<file path="src/rtl/temp_status_controller.sv">
// rtl/temp_status_controller.sv - temperature status FSM with sample timeout and optional minimum dwell (TEMP_DWELL_EN)
module temp_status_controller #(
    parameter int TIMEOUT_CYCLES = 100_000_000,
    parameter int DWELL_CYCLES   = 50_000_000,
    parameter int HYST           = 2,
    parameter int TEMP_MIN       = 0,
    parameter int TEMP_MAX       = 100
) (
    input  logic       clk,
    input  logic       reset,
    input  logic       temp_valid,
    input  logic [7:0] temp_data,
    input  logic [7:0] heat_setpoint,
    input  logic [7:0] cool_setpoint,
    output logic [1:0] status,
    output logic       heater_en,
    output logic       cooler_en
);

    typedef enum logic [1:0] {
        IDLE    = 2'b00,
        HEATING = 2'b01,
        COOLING = 2'b10,
        ERROR   = 2'b11
    } state_t;

    localparam int TW = $clog2(TIMEOUT_CYCLES + 1);
    localparam logic [TW-1:0] T_LAST = TW'(TIMEOUT_CYCLES - 1);

    localparam logic [8:0]        HYST9 = 9'(HYST);
    localparam logic signed [9:0] MIN_S = 10'(TEMP_MIN);
    localparam logic signed [9:0] MAX_S = 10'(TEMP_MAX);

    state_t        state;
    state_t        next_state;
    logic [TW-1:0] tcnt;
    logic          dwell_ok;

    logic              good;
    logic signed [9:0] temp_s;
    logic [8:0]        temp9;
    logic [8:0]        heat_thr;
    logic [8:0]        cool_thr;

    // Range check done signed so a TEMP_MIN of 0 is still a meaningful compare
    assign temp_s = signed'({2'b00, temp_data});
    assign temp9  = {1'b0, temp_data};
    assign good   = (temp_s >= MIN_S) && (temp_s <= MAX_S) && (heat_setpoint < cool_setpoint);

    // Exit thresholds: heating side widened to 9 bits, cooling side floored at 0
    always_comb begin
        heat_thr = {1'b0, heat_setpoint} + HYST9;
        cool_thr = 9'd0;
        if ({1'b0, cool_setpoint} > HYST9)
            cool_thr = {1'b0, cool_setpoint} - HYST9;
    end

`ifdef TEMP_DWELL_EN
    localparam int DW = $clog2(DWELL_CYCLES + 1);
    localparam logic [DW-1:0] D_LAST = DW'(DWELL_CYCLES);

    logic [DW-1:0] dcnt;

    assign dwell_ok = (dcnt == D_LAST);

    // Dwell counter restarts on every state change and saturates once the minimum is met
    always_ff @(posedge clk) begin
        if (reset)
            dcnt <= '0;
        else if (next_state != state)
            dcnt <= '0;
        else if (dcnt != D_LAST)
            dcnt <= dcnt + 1'b1;
    end
`else
    assign dwell_ok = 1'b1;
`endif

    // Next-state decision: bad samples and timeouts go straight to ERROR; good samples
    // move the FSM only once the dwell requirement (if any) is satisfied
    always_comb begin
        next_state = state;
        if (temp_valid) begin
            if (!good) begin
                next_state = ERROR;
            end else if (dwell_ok) begin
                case (state)
                    IDLE: begin
                        if (temp_data < heat_setpoint)
                            next_state = HEATING;
                        else if (temp_data > cool_setpoint)
                            next_state = COOLING;
                    end
                    HEATING: if (temp9 >= heat_thr) next_state = IDLE;
                    COOLING: if (temp9 <= cool_thr) next_state = IDLE;
                    ERROR:   next_state = IDLE;
                    default: next_state = IDLE;
                endcase
            end
        end else if (tcnt == T_LAST) begin
            next_state = ERROR;
        end
    end

    // Sample timeout counter: cleared by any strobe, holds at its terminal value
    always_ff @(posedge clk) begin
        if (reset)
            tcnt <= '0;
        else if (temp_valid)
            tcnt <= '0;
        else if (tcnt != T_LAST)
            tcnt <= tcnt + 1'b1;
    end

    // State register with actuator enables registered alongside it
    always_ff @(posedge clk) begin
        if (reset) begin
            state     <= IDLE;
            heater_en <= 1'b0;
            cooler_en <= 1'b0;
        end else begin
            state     <= next_state;
            heater_en <= (next_state == HEATING);
            cooler_en <= (next_state == COOLING);
        end
    end

    assign status = state;

endmodule

</file>
<file path="config.mk">
export PLATFORM = sky130hd
export DESIGN_NAME = temp_status_controller
export DESIGN_NICKNAME = d
export VERILOG_FILES = /design/src/rtl/temp_status_controller.sv
export SDC_FILE = /design/constraint.sdc
export NUM_CORES = 1
export LEC_CHECK = 0
export ABC_AREA = 1
export CORE_ASPECT_RATIO = 1.4
export CORE_MARGIN = 4
export CORE_UTILIZATION = 30
export DETAILED_ROUTE_END_ITERATION = 10
export PLACE_DENSITY = 0.58
export SYNTH_ARGS = -nofsm -noshare
export SYNTH_HDL_FRONTEND = slang
export SYNTH_SLANG_ARGS = --single-unit
export TNS_END_PERCENT = 20
</file>
<file path="constraint.sdc">
create_clock -name clk -period 5.7 [get_ports clk]
set_clock_uncertainty 0.1 [all_clocks]
set_input_delay 1.14 -clock clk [delete_from_list [all_inputs] [get_ports clk]]
set_output_delay 1.14 -clock clk [all_outputs]
set_load 0.005 [all_outputs]
</file>
==> run metrics, run 1 <==
nets 541; Syn. warnings 0; total core area about 9200 µm²; Post-DRT Antenna Nets 0; crit path setup slack, layout 2.02 ns; hold_ws 0.373 ns; initial core utilization 0.312; initial antenna violation count 0; post-synth cell types 33; sequential share of the synthesized area 0.217; CTS tree yes; H-tree depth 2; final setup fails 0; worst path arrival time 3.79 ns; CP most frequent cell nand2_1; DIE AREA 11200 µm²; Crit Path Max Fanout 6; Clock Pin Slew Worst Setup and Hold Paths 0.05 ns; Finished Cell Area 3440 µm²; maximum VDD drop 165 µV; Slowest-stage cell, CP clkdlybuf4s50_1; Synthesized Nets 505; Post-DP HPWL 6150 µm; Leak 1.56 nW; RSZ-0062 raised after global routing no; status completed; CTS Buf Count 5; startpoint types input port; worst skew pair latency 0.27 ns; setup TNS 0 ns; Final Hold Viols 0; port bufs 30; ratio of final minimum period to clock period 0.646; cell area after synthesis approximately 2900 µm²; required time worst endpoint 5.80 ns; Synth Register Bits 31; vias per cell 4.89; Max Freq 0.272 GHz; CP endpoint kind flop; vias in the first global route around 2900; gr usage total 0.140; Sink Count 31; min Tclk post-route 3.68 ns; pin count of the biggest net entering global routing 19; PostCTS Resize Cnt 0; die width 90.5 µm; first-pass GRT wire length between 10000 and 15000 µm; maxcap violations 0; Routed WL 7430 µm; DR pass1 iterations 4; placer congestion estimate 0.818; Hold Buf Count CTS 0; Remaining Overflow, GRT 0; Layout area overhead 20.1%; Fill cells 1000; row count roughly 40; Post CTS Setup Buffer Count 0; Worst-Margin Slew roughly 0.66 ns; Die Ht 124 µm; worst slack, placed roughly 1.7 ns; WS Path Type input port to flop; Syn Area/Cell 6.55 µm²; # diodes 0; Critical Path, Cell by Cell clkdlybuf4s50_1 -> inv_1 -> ha_1 -> nand2_1 -> nand2_1 -> nand2_1 -> inv_1 -> or2_2 -> ha_1 -> inv_1 -> nor2_1 -> nand2_1 -> nand2_1 -> nand2_1 -> nand2_1 -> nand2_1 -> nand2_1 -> nand2_1 -> nand3_1 -> nand3_2 -> nor2_1; share of layout cells above drive strength 1 0.0613; Top Ports 31; HP Class flop to flop; DP Area 3290 µm²; power per cell area 179 nW/µm²; max incr delay on CP ~0.5 ns; Routed wire per std cell 12.8 µm; via count 2839; Power Total 0.614 mW; Slew Viols, Final 0; deepest clock path buffer count 2; 1st-iter DRT viols 74; drc violations 0; Cells after Synth 437; CTS root buffer clkbuf_16; normalized max-slew margin 0.558
-- logic make-up (layout without fill, tap and decap cells) --
family	after synthesis	in the layout	synth area share
simple gates	215	215	0.356
buf+inv	84	120	0.111
compound gates	54	54	0.101
fa+ha+maj	41	41	0.179
flops	31	31	0.217
xor+xnor	12	12	0.0367
-- through the flow --
step | utilization | cells
after floorplan | - | 437
after global placement | 0.358 | 573
after detailed placement | 0.358 | 573
after CTS | 0.374 | 580
after global routing | 0.374 | 580
final | 0.374 | 580
-- synthesized netlist by cell type --
cell type | count | area, µm²
nand2_1 | 92 | 345
and3_1 | 1 | 6.26
inv_1 | 79 | 297
o21ai_0 | 14 | 70.1
o21ai_1 | 2 | 10.0
nor3_2 | 3 | 30.0
nor4_2 | 2 | 25.0
clkinv_2 | 1 | 5.00
nor3_4 | 1 | 16.3
clkbuf_1 | 1 | 3.75
a21oi_1 | 30 | 150
nor2_1 | 40 | 150
nand2_2 | 4 | 25.0
or2_2 | 3 | 18.8
clkinv_1 | 1 | 3.75
a21o_1 | 2 | 15.0
nor4_1 | 4 | 25.0
o21a_1 | 2 | 15.0
dfxtp_1 | 31 | 621
xnor2_1 | 2 | 17.5
nand4_1 | 13 | 81.3
a211oi_1 | 1 | 7.51
nand3_2 | 1 | 10.0
nand3b_4 | 1 | 20.0
ha_1 | 41 | 513
inv_2 | 2 | 7.51
nor2_4 | 2 | 22.5
nor3_1 | 14 | 70.1
nor2_2 | 2 | 12.5
a31oi_1 | 2 | 12.5
nand3_1 | 32 | 160
xor2_1 | 10 | 87.6
o31ai_1 | 1 | 7.51
-- cell type report --
cell class / count / area, µm² / share of cell area
multi-input cells: 322 / 1920 / 0.560
flip-flops and latches: 31 / 621 / 0.181
inverters: 83 / 313 / 0.0910
repair buffers: 30 / 300 / 0.0874
clock buffers: 6 / 139 / 0.0404
well taps: 107 / 134 / 0.0390
clock inverters: 1 / 5.00 / 0.00146
-- sequential cells by signal, indices dropped and copies added, names as in the netlist --
register	flops
tcnt	27
cooler_en	1
status	2
heater_en	1
-- where the power goes --
part / switching (mW) / leakage [nW] / internal, mW
clock network: 0.0891 / 0.0727 / 0.170
registers: 0.00332 / 0.251 / 0.220
logic: 0.0726 / 1.24 / 0.0594
total: 0.165 / 1.56 / 0.449
-- worst paths after layout --
path	startpoint	end	slack, ns	depth (start not counted)
worst max-delay path	cool_setpoint[1]	cooler_en$_SDFF_PP0_	2.02	21
worst min register to register	tcnt[23]$_SDFFE_PP0N_	tcnt[23]$_SDFFE_PP0N_	0.37	2
worst max register to register	tcnt[0]$_SDFFE_PP0N_	tcnt[18]$_SDFFE_PP0N_	3.73	10
worst min-delay path	tcnt[23]$_SDFFE_PP0N_	tcnt[23]$_SDFFE_PP0N_	0.37	2
-- layer usage --
layer,part of all wire,track usage
met3,0.036,0.0262
met4,0.016,0.0412
met2,0.53,0.281
met5,0,0
met1,0.41,0.145
-- worst max-delay path, delay by kind of cell --
family	cells	cell delay [ns]
and+or+nand+nor	15	1.43
buffers and inverters	4	0.70
adders and majority gates	2	0.49
-- cells in the final DEF, fill, tap and decap left out, types with 5 or more instances in the layout --
| master | netlist | final |
|---|---|---|
| nand2_1 | 92 | 92 |
| nor2_1 | 40 | 40 |
| xor2_1 | 10 | 10 |
| nand4_1 | 13 | 13 |
| clkbuf_16 | 0 | 5 |
| nand3_1 | 32 | 32 |
| inv_1 | 79 | 79 |
| ha_1 | 41 | 41 |
| clkdlybuf4s50_1 | 0 | 30 |
| a21oi_1 | 30 | 30 |
| nor3_1 | 14 | 14 |
| dfxtp_1 | 31 | 31 |
| o21ai_0 | 14 | 14 |
(Power assumes the default switching activity.)
==> run 2, diff against run 1 <==
==> constraint.sdc (replaced) <==
create_clock -name clk -period 3.39 [get_ports clk]
set_clock_uncertainty 0.1 [all_clocks]
set_input_delay 0.678 -clock clk [delete_from_list [all_inputs] [get_ports clk]]
set_output_delay 0.678 -clock clk [all_outputs]
set_load 0.005 [all_outputs]
==> run metrics, run 2 (synthesis results as in run 1) <==
row count 41 (unchanged); status completed; PostCTS Resize Cnt 0 (unchanged); gr usage total 0.138 (-0.00153); worst skew pair latency 0.27 ns (about the same); ratio of final minimum period to clock period 0.882; DIE AREA 11200 µm² (unchanged); Inst Count DP 579 (+1.0%); Biggest register tcnt; worst r2r path cells 10 (unchanged); FF-to-FF End tcnt[18]$_SDFFE_PP0N_; maximum VDD drop 239 µV (+45%); Routed wire per std cell 12.5 µm (-2.6%); max reg flops 27 (unchanged); normalized max-slew margin 0.635 (+0.0776); CTS root buffer clkbuf_16; via count 2769 (-2.5%); Critical Path, Cell by Cell clkdlybuf4s50_1 -> inv_1 -> ha_1 -> nand2_1 -> nand2_1 -> nand2_1 -> inv_1 -> or2_2 -> ha_1 -> inv_1 -> nor2_1 -> nand2_1 -> nand2_1 -> nand2_1 -> nand2_1 -> nand2_1 -> nand2_1 -> nand2_1 -> nand3_1 -> nand3_2 -> nor2_1; Hold Buf Count CTS 0 (unchanged); Layout area overhead 21.6%; hold worst-path end tcnt[23]$_SDFFE_PP0N_; Post CTS Setup Buffer Count 0 (unchanged); initial core utilization 0.312 (unchanged); first-pass GRT wire length 12600 µm (-1.6%); CTS Buf Count 5 (unchanged); 1st-iter DRT viols 71 (-4.1%); reg-to-reg setup timing slack 1.41 ns (-2.32 ns); Routed WL 7310 µm (-1.6%); Clock Pin Slew Worst Setup and Hold Paths 0.05 ns (about the same); Leak 1.59 nW (+1.8%); CTS tree yes; DP Area 3340 µm² (+1.4%); Die Ht 124 µm (unchanged); nets 547 (+1.1%); highest-count cells in the layout ignoring fill and taps nand2_1 (92), inv_1 (79), ha_1 (41); Crit Path Max Fanout 3 (-3); H-tree depth 2 (unchanged); Remaining Overflow, GRT 0 (unchanged); CP endpoint kind flop; RSZ-0062 raised after global routing no; FF-to-FF Start tcnt[0]$_SDFFE_PP0N_; die width 90.5 µm (unchanged); hold_ws 0.365 ns (-0.00730 ns); Hold Crit Depth 2 (unchanged); placer congestion estimate 0.884 (+8.0%); Finished Cell Area 3480 µm² (+1.3%); Max Freq 0.335 GHz; Worst-Margin Slew 0.542 ns (-0.119 ns); min-delay src tcnt[23]$_SDFFE_PP0N_; Top Ports 31 (unchanged); pin count of the biggest net entering global routing 18 (-1); Final Hold Viols 0 (unchanged); Sink Count 31 (unchanged); final setup fails 0 (unchanged); worst path arrival time 3.09 ns (-0.70 ns); Post-DP HPWL 6080 µm (-1.1%); required time worst endpoint 3.49 ns (-2.31 ns); CP most frequent cell nand2_1; non-filler instance count after layout 586 (+1.0%); max incr delay on CP 0.50 ns (about the same); drc violations 0 (unchanged); Post-DRT Antenna Nets 0 (unchanged); port bufs 30 (unchanged); maxcap violations 0 (unchanged); leading cell type in the layout, fill and taps excluded nand2_1; share of layout cells above drive strength 1 0.0731 (+0.0118); Slew Viols, Final 0 (unchanged); initial antenna violation count 0 (unchanged); vias per cell 4.73 (-3.5%); vias in the first global route 2845 (-0.28%); HP Class flop to flop; WS Path Type input port to flop; Slowest-stage cell, CP clkdlybuf4s50_1; min Tclk post-route 2.99 ns; total core area 9180 µm² (unchanged); power per cell area 298 nW/µm² (+67%); startpoint types input port; DR pass1 iterations 4 (unchanged); # diodes 0 (unchanged); setup TNS 0 ns (unchanged); deepest clock path buffer count 2 (unchanged)
-- run 2: final cells by class --
type | count | area, µm²
well taps | 107 | 134
inverters | 83 | 313
repair buffers | 36 | 345
clock inverters | 1 | 5.00
fillers | 976 | 5700
clock buffers | 6 | 139
flip-flops and latches | 31 | 621
multi-input cells | 322 | 1920
-- run 2: routing by layer --
layer	GRT usage	wire length [µm]	part of all wire
met1	0.141	3100	0.42
met2	0.276	3830	0.52
met3	0.0262	215	0.029
met4	0.0517	165	0.023
met5	0	0	0
-- run 2: critical path: cells and delay by family --
kind	cells	cell delay, ns
AND/OR/NAND/NOR	15	1.28
buffers and inverters	4	0.65
adder cells (fa/ha/maj)	2	0.48
-- run 2: report_power, final --
group	leakage [nW]	internal (mW)	total (mW)	switching, mW
Combinational	1.27	0.104	0.226	0.122
Clock	0.0727	0.286	0.435	0.150
Sequential	0.251	0.370	0.376	0.00572
Total	1.59	0.760	1.04	0.277
-- run 2: worst max path at each step --
| stage | endpoint | cells past startpoint | from |
|---|---|---|---|
| floorplan | heater_en$_SDFF_PP0_ | 21 | cool_setpoint[1] |
| global placement | heater_en$_SDFF_PP0_ | 22 | cool_setpoint[1] |
| detailed placement | cooler_en$_SDFF_PP0_ | 21 | cool_setpoint[2] |
| CTS | cooler_en$_SDFF_PP0_ | 21 | cool_setpoint[2] |
| global route | cooler_en$_SDFF_PP0_ | 21 | cool_setpoint[1] |
| finish | cooler_en$_SDFF_PP0_ | 21 | cool_setpoint[1] |
-- run 2: metrics by stage --
stage | total power [mW] | worst slack [ns] | utilization
floorplan | 0.516 | 0.650 | -
global placement | 0.606 | 0.168 | 0.363
detailed placement | 0.611 | 0.120 | 0.363
CTS | 1.05 | 0.388 | 0.379
global route | 1.10 | 0.130 | 0.379
finish | 1.04 | 0.400 | 0.379
==> run 3, diff against run 2 <==
--- a/config.mk
+++ b/config.mk
@@ -9,6 +9,7 @@
 export CORE_ASPECT_RATIO = 1.4
 export CORE_MARGIN = 4
 export CORE_UTILIZATION = 30
+export CTS_CLUSTER_DIAMETER = 80
 export DETAILED_ROUTE_END_ITERATION = 10
 export PLACE_DENSITY = 0.58
 export SYNTH_ARGS = -nofsm -noshare
==> results of run 3 <==
Final layout, timing and power as in run 2 (identical DEF).
